--- src/rtl/fir_coef_bank_if.sv ---
// Host-side configuration bus for the FIR coefficient bank.
// A word transfers on any rising clk edge where cfg_valid && cfg_ready are both high.
interface fir_coef_bank_if #(
   parameter int COEF_W = 8,
   parameter int IDX_W  = 4
);
   logic              cfg_start;
   logic [IDX_W-1:0]  cfg_len;
   logic              cfg_valid;
   logic [COEF_W-1:0] cfg_data;
   logic              cfg_ready;
   logic              cfg_abort;

   modport master (
      output cfg_start, cfg_len, cfg_valid, cfg_data, cfg_abort,
      input  cfg_ready
   );

   modport slave (
      input  cfg_start, cfg_len, cfg_valid, cfg_data, cfg_abort,
      output cfg_ready
   );
endinterface

--- src/rtl/fir_coef_bank.sv ---
// Double-buffered FIR coefficient store: loads stream into a shadow bank and
// are committed atomically to the active bank at a filter-safe boundary.
module fir_coef_bank #(
   parameter int                COEF_W     = 8,
   parameter int                MAX_TAPS   = 16,
   parameter int                IDX_W      = $clog2(MAX_TAPS),
   parameter logic [COEF_W-1:0] RESET_COEF = 8'h40
) (
   input  logic                       clk,
   input  logic                       rst_n,
   fir_coef_bank_if.slave             cfg,
   input  logic                       swap_ok,
   output logic [MAX_TAPS*COEF_W-1:0] coef_flat,
   output logic [IDX_W-1:0]           tap_num,
   output logic                       cfg_busy,
   output logic                       cfg_done,
   output logic                       cfg_err,
   output logic [1:0]                 dbg_state
);

   typedef enum logic [1:0] {
      IDLE      = 2'd0,
      LOAD      = 2'd1,
      WAIT_SWAP = 2'd2
   } state_t;

   state_t            state;
   logic [IDX_W-1:0]  wr_ptr;
   logic [IDX_W-1:0]  len_q;
   logic [COEF_W-1:0] shadow [MAX_TAPS];

   assign cfg.cfg_ready = (state == LOAD);
   assign cfg_busy      = (state != IDLE);
   assign dbg_state     = state;

   always_ff @(posedge clk or negedge rst_n) begin
      if (!rst_n) begin
         state     <= IDLE;
         wr_ptr    <= '0;
         len_q     <= '0;
         coef_flat <= {MAX_TAPS{RESET_COEF}};
         tap_num   <= IDX_W'(MAX_TAPS - 1);
         cfg_done  <= 1'b0;
         cfg_err   <= 1'b0;
         for (int i = 0; i < MAX_TAPS; i++) shadow[i] <= '0;
      end else begin
         cfg_done <= 1'b0;
         cfg_err  <= 1'b0;
         case (state)
            IDLE: begin
               if (cfg.cfg_start) begin
                  state  <= LOAD;
                  len_q  <= cfg.cfg_len;
                  wr_ptr <= '0;
                  for (int i = 0; i < MAX_TAPS; i++) shadow[i] <= '0;
               end
            end
            LOAD: begin
               // Abort takes priority over any write or restart in the same cycle.
               if (cfg.cfg_abort) begin
                  state   <= IDLE;
                  cfg_err <= 1'b1;
               end else begin
                  if (cfg.cfg_start) cfg_err <= 1'b1;
                  if (cfg.cfg_valid) begin
                     shadow[wr_ptr] <= cfg.cfg_data;
                     if (wr_ptr == len_q) state <= WAIT_SWAP;
                     else wr_ptr <= wr_ptr + 1'b1;
                  end
               end
            end
            WAIT_SWAP: begin
               if (cfg.cfg_abort) begin
                  state   <= IDLE;
                  cfg_err <= 1'b1;
               end else begin
                  if (cfg.cfg_start) cfg_err <= 1'b1;
                  if (swap_ok) begin
                     for (int i = 0; i < MAX_TAPS; i++)
                        coef_flat[i*COEF_W +: COEF_W] <= shadow[i];
                     tap_num  <= len_q;
                     cfg_done <= 1'b1;
                     state    <= IDLE;
                  end
               end
            end
            default: state <= IDLE;
         endcase
      end
   end

endmodule

--- src/flat_wrapper.sv ---
// flat-port wrapper written by rule: the top's interface ports become plain ports
module fir_coef_bank_flat 
#(
   parameter int                COEF_W     = 8,
   parameter int                MAX_TAPS   = 16,
   parameter int                IDX_W      = $clog2(MAX_TAPS),
   parameter logic [COEF_W-1:0] RESET_COEF = 8'h40
)
  (clk, rst_n, swap_ok, coef_flat, tap_num, cfg_busy, cfg_done, cfg_err, dbg_state, cfg_cfg_start, cfg_cfg_len, cfg_cfg_valid, cfg_cfg_data, cfg_cfg_abort, cfg_cfg_ready);
  fir_coef_bank_if #(.COEF_W(COEF_W), .IDX_W(IDX_W)) cfg_i ();
  input  logic clk;
  input  logic rst_n;
  input  logic swap_ok;
  output logic [MAX_TAPS*COEF_W-1:0] coef_flat;
  output logic [IDX_W-1:0] tap_num;
  output logic cfg_busy;
  output logic cfg_done;
  output logic cfg_err;
  output logic [1:0] dbg_state;
  input wire logic [$bits(cfg_i.cfg_start)-1:0] cfg_cfg_start;
  input wire logic [$bits(cfg_i.cfg_len)-1:0] cfg_cfg_len;
  input wire logic [$bits(cfg_i.cfg_valid)-1:0] cfg_cfg_valid;
  input wire logic [$bits(cfg_i.cfg_data)-1:0] cfg_cfg_data;
  input wire logic [$bits(cfg_i.cfg_abort)-1:0] cfg_cfg_abort;
  output wire logic [$bits(cfg_i.cfg_ready)-1:0] cfg_cfg_ready;
  assign cfg_i.cfg_start = cfg_cfg_start;
  assign cfg_i.cfg_len = cfg_cfg_len;
  assign cfg_i.cfg_valid = cfg_cfg_valid;
  assign cfg_i.cfg_data = cfg_cfg_data;
  assign cfg_i.cfg_abort = cfg_cfg_abort;
  assign cfg_cfg_ready = cfg_i.cfg_ready;
  fir_coef_bank #(.COEF_W(COEF_W), .MAX_TAPS(MAX_TAPS), .IDX_W(IDX_W), .RESET_COEF(RESET_COEF)) u_core (.clk(clk), .rst_n(rst_n), .cfg(cfg_i), .swap_ok(swap_ok), .coef_flat(coef_flat), .tap_num(tap_num), .cfg_busy(cfg_busy), .cfg_done(cfg_done), .cfg_err(cfg_err), .dbg_state(dbg_state));
endmodule
--- config.mk ---
export PLATFORM = sky130hd
export DESIGN_NAME = fir_coef_bank_flat
export DESIGN_NICKNAME = d
export VERILOG_FILES = /design/src/rtl/fir_coef_bank_if.sv /design/src/rtl/fir_coef_bank.sv /design/src/flat_wrapper.sv
export SDC_FILE = /design/constraint.sdc
export NUM_CORES = 1
export LEC_CHECK = 0
export ABC_AREA = 1
export ABC_CLOCK_PERIOD_IN_PS = 1650
export BUFFER_PORTS_ARGS = -buffer_cell sky130_fd_sc_hd__buf_2
export CORE_ASPECT_RATIO = 1.4
export CORE_UTILIZATION = 45
export DETAILED_ROUTE_END_ITERATION = 16
export GPL_ROUTABILITY_DRIVEN = 0
export MAX_ROUTING_LAYER = met4
export PLACE_DENSITY = 0.78
export SETUP_SLACK_MARGIN = 0.3
export SYNTH_ARGS = -nofsm -noshare
export SYNTH_HDL_FRONTEND = slang
export SYNTH_SLANG_ARGS = --single-unit
export TNS_END_PERCENT = 100
--- constraint.sdc ---
create_clock -name clk -period 1.65 [get_ports clk]
set_input_delay 0.0825 -clock clk [delete_from_list [all_inputs] [get_ports clk]]
set_output_delay 0.0825 -clock clk [all_outputs]
set_load 0.05 [all_outputs]
==> impl_results.md <==
* Status: finished, violations left
* Failing checks: setup timing
* Worst IR Drop VDD at 0.000737 V
* Synthesized net count at 1255
* Worst Slack Setup Final at -103 ps
* Layout cells sized above 1 at 37.9%
* Synth cell types at 22
* Crit-path slowest cell: dfrtp_2
* Register clock-pin slew on the reported worst setup and hold paths at 70 ps
* Yosys reg bits at 272
* M1 wire length at 12.6 mm
* R2R depth at 9
* Max layer used: met4
* Die Wd at 132 um
* Clk Latency, worst-skew pair at 520 ps
* Max H-tree Level at 1
* Crit-path max FO at 21
* Design Area, Final at 15400 um^2
* Port Buffers at 155
* Clock Skew at 18.3 ps
* Ordered list of cells on the worst path: inv_4 -> ha_4 -> clkinv_4 -> a21oi_2 -> nor2_4 -> buf_12 -> o21ai_2 -> nand2_1 -> nand2_1
* Antenna viol nets, final at 0
* Initial core utilization at 45.9%
* Inserted Diodes at 0
* Count of pins over their slew limit at 0
* NumNets Final at 1513
* DR iter-0 viols at 615
* Core ar. at 23200 um^2
* CTS Buf Count at 25
* Number of synthesized flops with an enable pin at 0
* Mean Syn Cell Area at 8.66 um^2
* Die height at 184 um
* Total Wirelength at 33.2 mm
* Vias in the first global route at 9172
* GRT Overall Usage at 26.1%
* Min Tclk post-route at 1750 ps
* Crit path largest cell delay at 430 ps
* Final Instance Count excl. Fillers at 1811
* HP Class: in -> async
* I/O pin count at 156
* Via density at 5.16
* Syn-to-layout area delta at 45.1%
* Die footprint at 24300 um^2
* Worst Tran Pin Value at 436 ps
* Synth top area share at 59.2%
* Max clock buf depth at 3
* Slew HR at 70.9%
* HPWL after DPL at 17.9 mm
* Routed wire length on met3 at 1.62 mm
* Sequential area share after synthesis at 64.2%
* Most used cell, CP: nand2_1
* First-pass GRT wire length at 48.1 mm
* Drt pass-1 iters at 5
* Final period util at 106%
* R2R setup slack at -100 ps
* Hold Vio Cnt, Final at 0
* Area leader, netlist: dfrtp_1
* Setup CP Type: reg -> reg
* Post-synth top cells: 805 x nand2_1, 252 x dfrtp_1, 27 x inv_1
* Main synth FF type: dfrtp_1
* Fin Setup TNS at -4780 ps
* Met2 routed WL at 17.5 mm
* DRC Markers at 0
* Req. time, crit path at 2100 ps
* RR Endpoint: u_core.shadow[9]
* Leak Pwr at 9.50 nW
* Most numerous cell in the Yosys netlist: nand2_1
* Pin count of the biggest net entering global routing at 53
* Sink Count at 272
* Area contributors post-synth: dfrtp_1 59%, nand2_1 28%, dfstp_2 4.9%
* RSZ-0062 raised after global routing: yes
* CTS tree: built
* Crit end category: flop
* Num rows at 66
* Cells after Synth at 1229
* Post-Syn Area at 10600 um^2
* Pwr/cell area at 1190 nW/um^2
* Avg WL per Cell at 18.3 um
* Overflow after GRT at 0
* FMAX at 0.571 GHz
* Via Count at 9339
* Fin util at 66.6%
* RR Startpoint: u_core.dbg_state[1]
* Final setup violation count at 155
* CP arrival at 2200 ps
* Max-cap violations at 0
* Initial antenna violation count at 0
* Yosys warns at 0
* Nature of the critical path startpoint: flop
* FILL cells at 1681
* Post-DP Area at 12400 um^2
* Dpl cells at 1701
* Ys async rst share at 100%
* CTS root buffer: clkbuf_16
layout by cell type, fill, tap and decap left out, types with 9 or more instances in the layout:
master and count:
clkbuf_1 10, nand2_1 598, buf_16 15, nand2_2 133, nor2_4 9, dfstp_2 20
buf_6 12, nor2_1 24, dfrtp_1 249, buf_2 150, inv_1 23, nand2_4 74
buf_4 37, o21ai_2 15, buf_12 33, clkbuf_16 34
final cells by class:
class                      count  area, um^2  area share (%)
timing repair buffer         272        2660            17.2
tap                          306         383            2.48
clock inverter                 4        95.1           0.616
inverter                      28         123           0.794
multi-input combinational    888        4600            29.8
clock buffer                  41         746            4.83
sequential                   272        6840            44.2
through the flow:
| step | hold slack (ps) | total power, mW | setup slack, ps |
|---|---|---|---|
| after floorplan | -213 | 9.89 | -204 |
| after CTS | 60.8 | 17.8 | 7.99 |
| after global placement | 26.5 | 11.3 | -71.0 |
| after global routing | 78.3 | 19.0 | -168 |
| final | 83.9 | 18.4 | -103 |
| after detailed placement | 31.1 | 11.4 | -157 |
cell families (layout without fill, tap and decap cells):
kind of cell | after synthesis | count (layout) | share of synthesized area (%)
buffers and inverters | 69 | 345 | 2.57
AND/OR/NAND/NOR | 849 | 849 | 30.7
adder cells (fa/ha/maj) | 8 | 8 | 0.940
flip-flops | 272 | 272 | 64.2
AO/OA/AOI/OAI | 29 | 29 | 1.43
XOR/XNOR | 2 | 2 | 0.165
critical path, delay by kind of cell (launching register included):
family,cells,cell delay [ps]
flops,1,430
compound gates,2,370
simple gates,3,350
buf+inv,3,340
fa+ha+maj,1,170
state kept, by name, summed over array words and instances (netlist names):
signal / flops
u_core.len_q: 4
u_core.dbg_state: 2
u_core.tap_num: 4
u_core.cfg_done: 1
u_core.shadow: 128
u_core.cfg_err: 1
u_core.coef_flat: 128
u_core.wr_ptr: 4
routing by layer:
layer / GRT usage, % / vias to the layer above
met4: 11.6 / 0
met1: 30.8 / 4599
met5: - / -
met3: 2.92 / 113
met2: 44.9 / 365
li1: - / 4262
worst max-delay path by stage:
stage                        startpoint                  to  slack [ps]  cells after the start
global placement    u_core.dbg_state[0]  u_core.shadow[100]         -70                      9
detailed placement  u_core.dbg_state[0]   u_core.shadow[99]        -160                      9
global route        u_core.dbg_state[1]    u_core.shadow[9]        -170                      9
floorplan           u_core.dbg_state[1]  u_core.shadow[104]        -200                      9
finish              u_core.dbg_state[1]    u_core.shadow[9]        -100                      9
CTS                 u_core.dbg_state[0]   u_core.shadow[83]           8                      9
power breakdown:
| group | switching [mW] | internal, mW |
|---|---|---|
| Clock | 2.42 | 3.54 |
| Combinational | 3.20 | 1.71 |
| Sequential | 0.389 | 7.14 |
| Total | 6.00 | 12.4 |
timing repair:
item                                    in CTS  in global routing
endpoints found under the setup margin     289                291
cloned                                      13                 11
resized for setup                           88                279
hold endpoints to repair                   261                  0
buffers inserted                            20                 13
hold buffers                                 8                  0
pin swaps                                   24                 70
(Power assumes the default switching activity.)
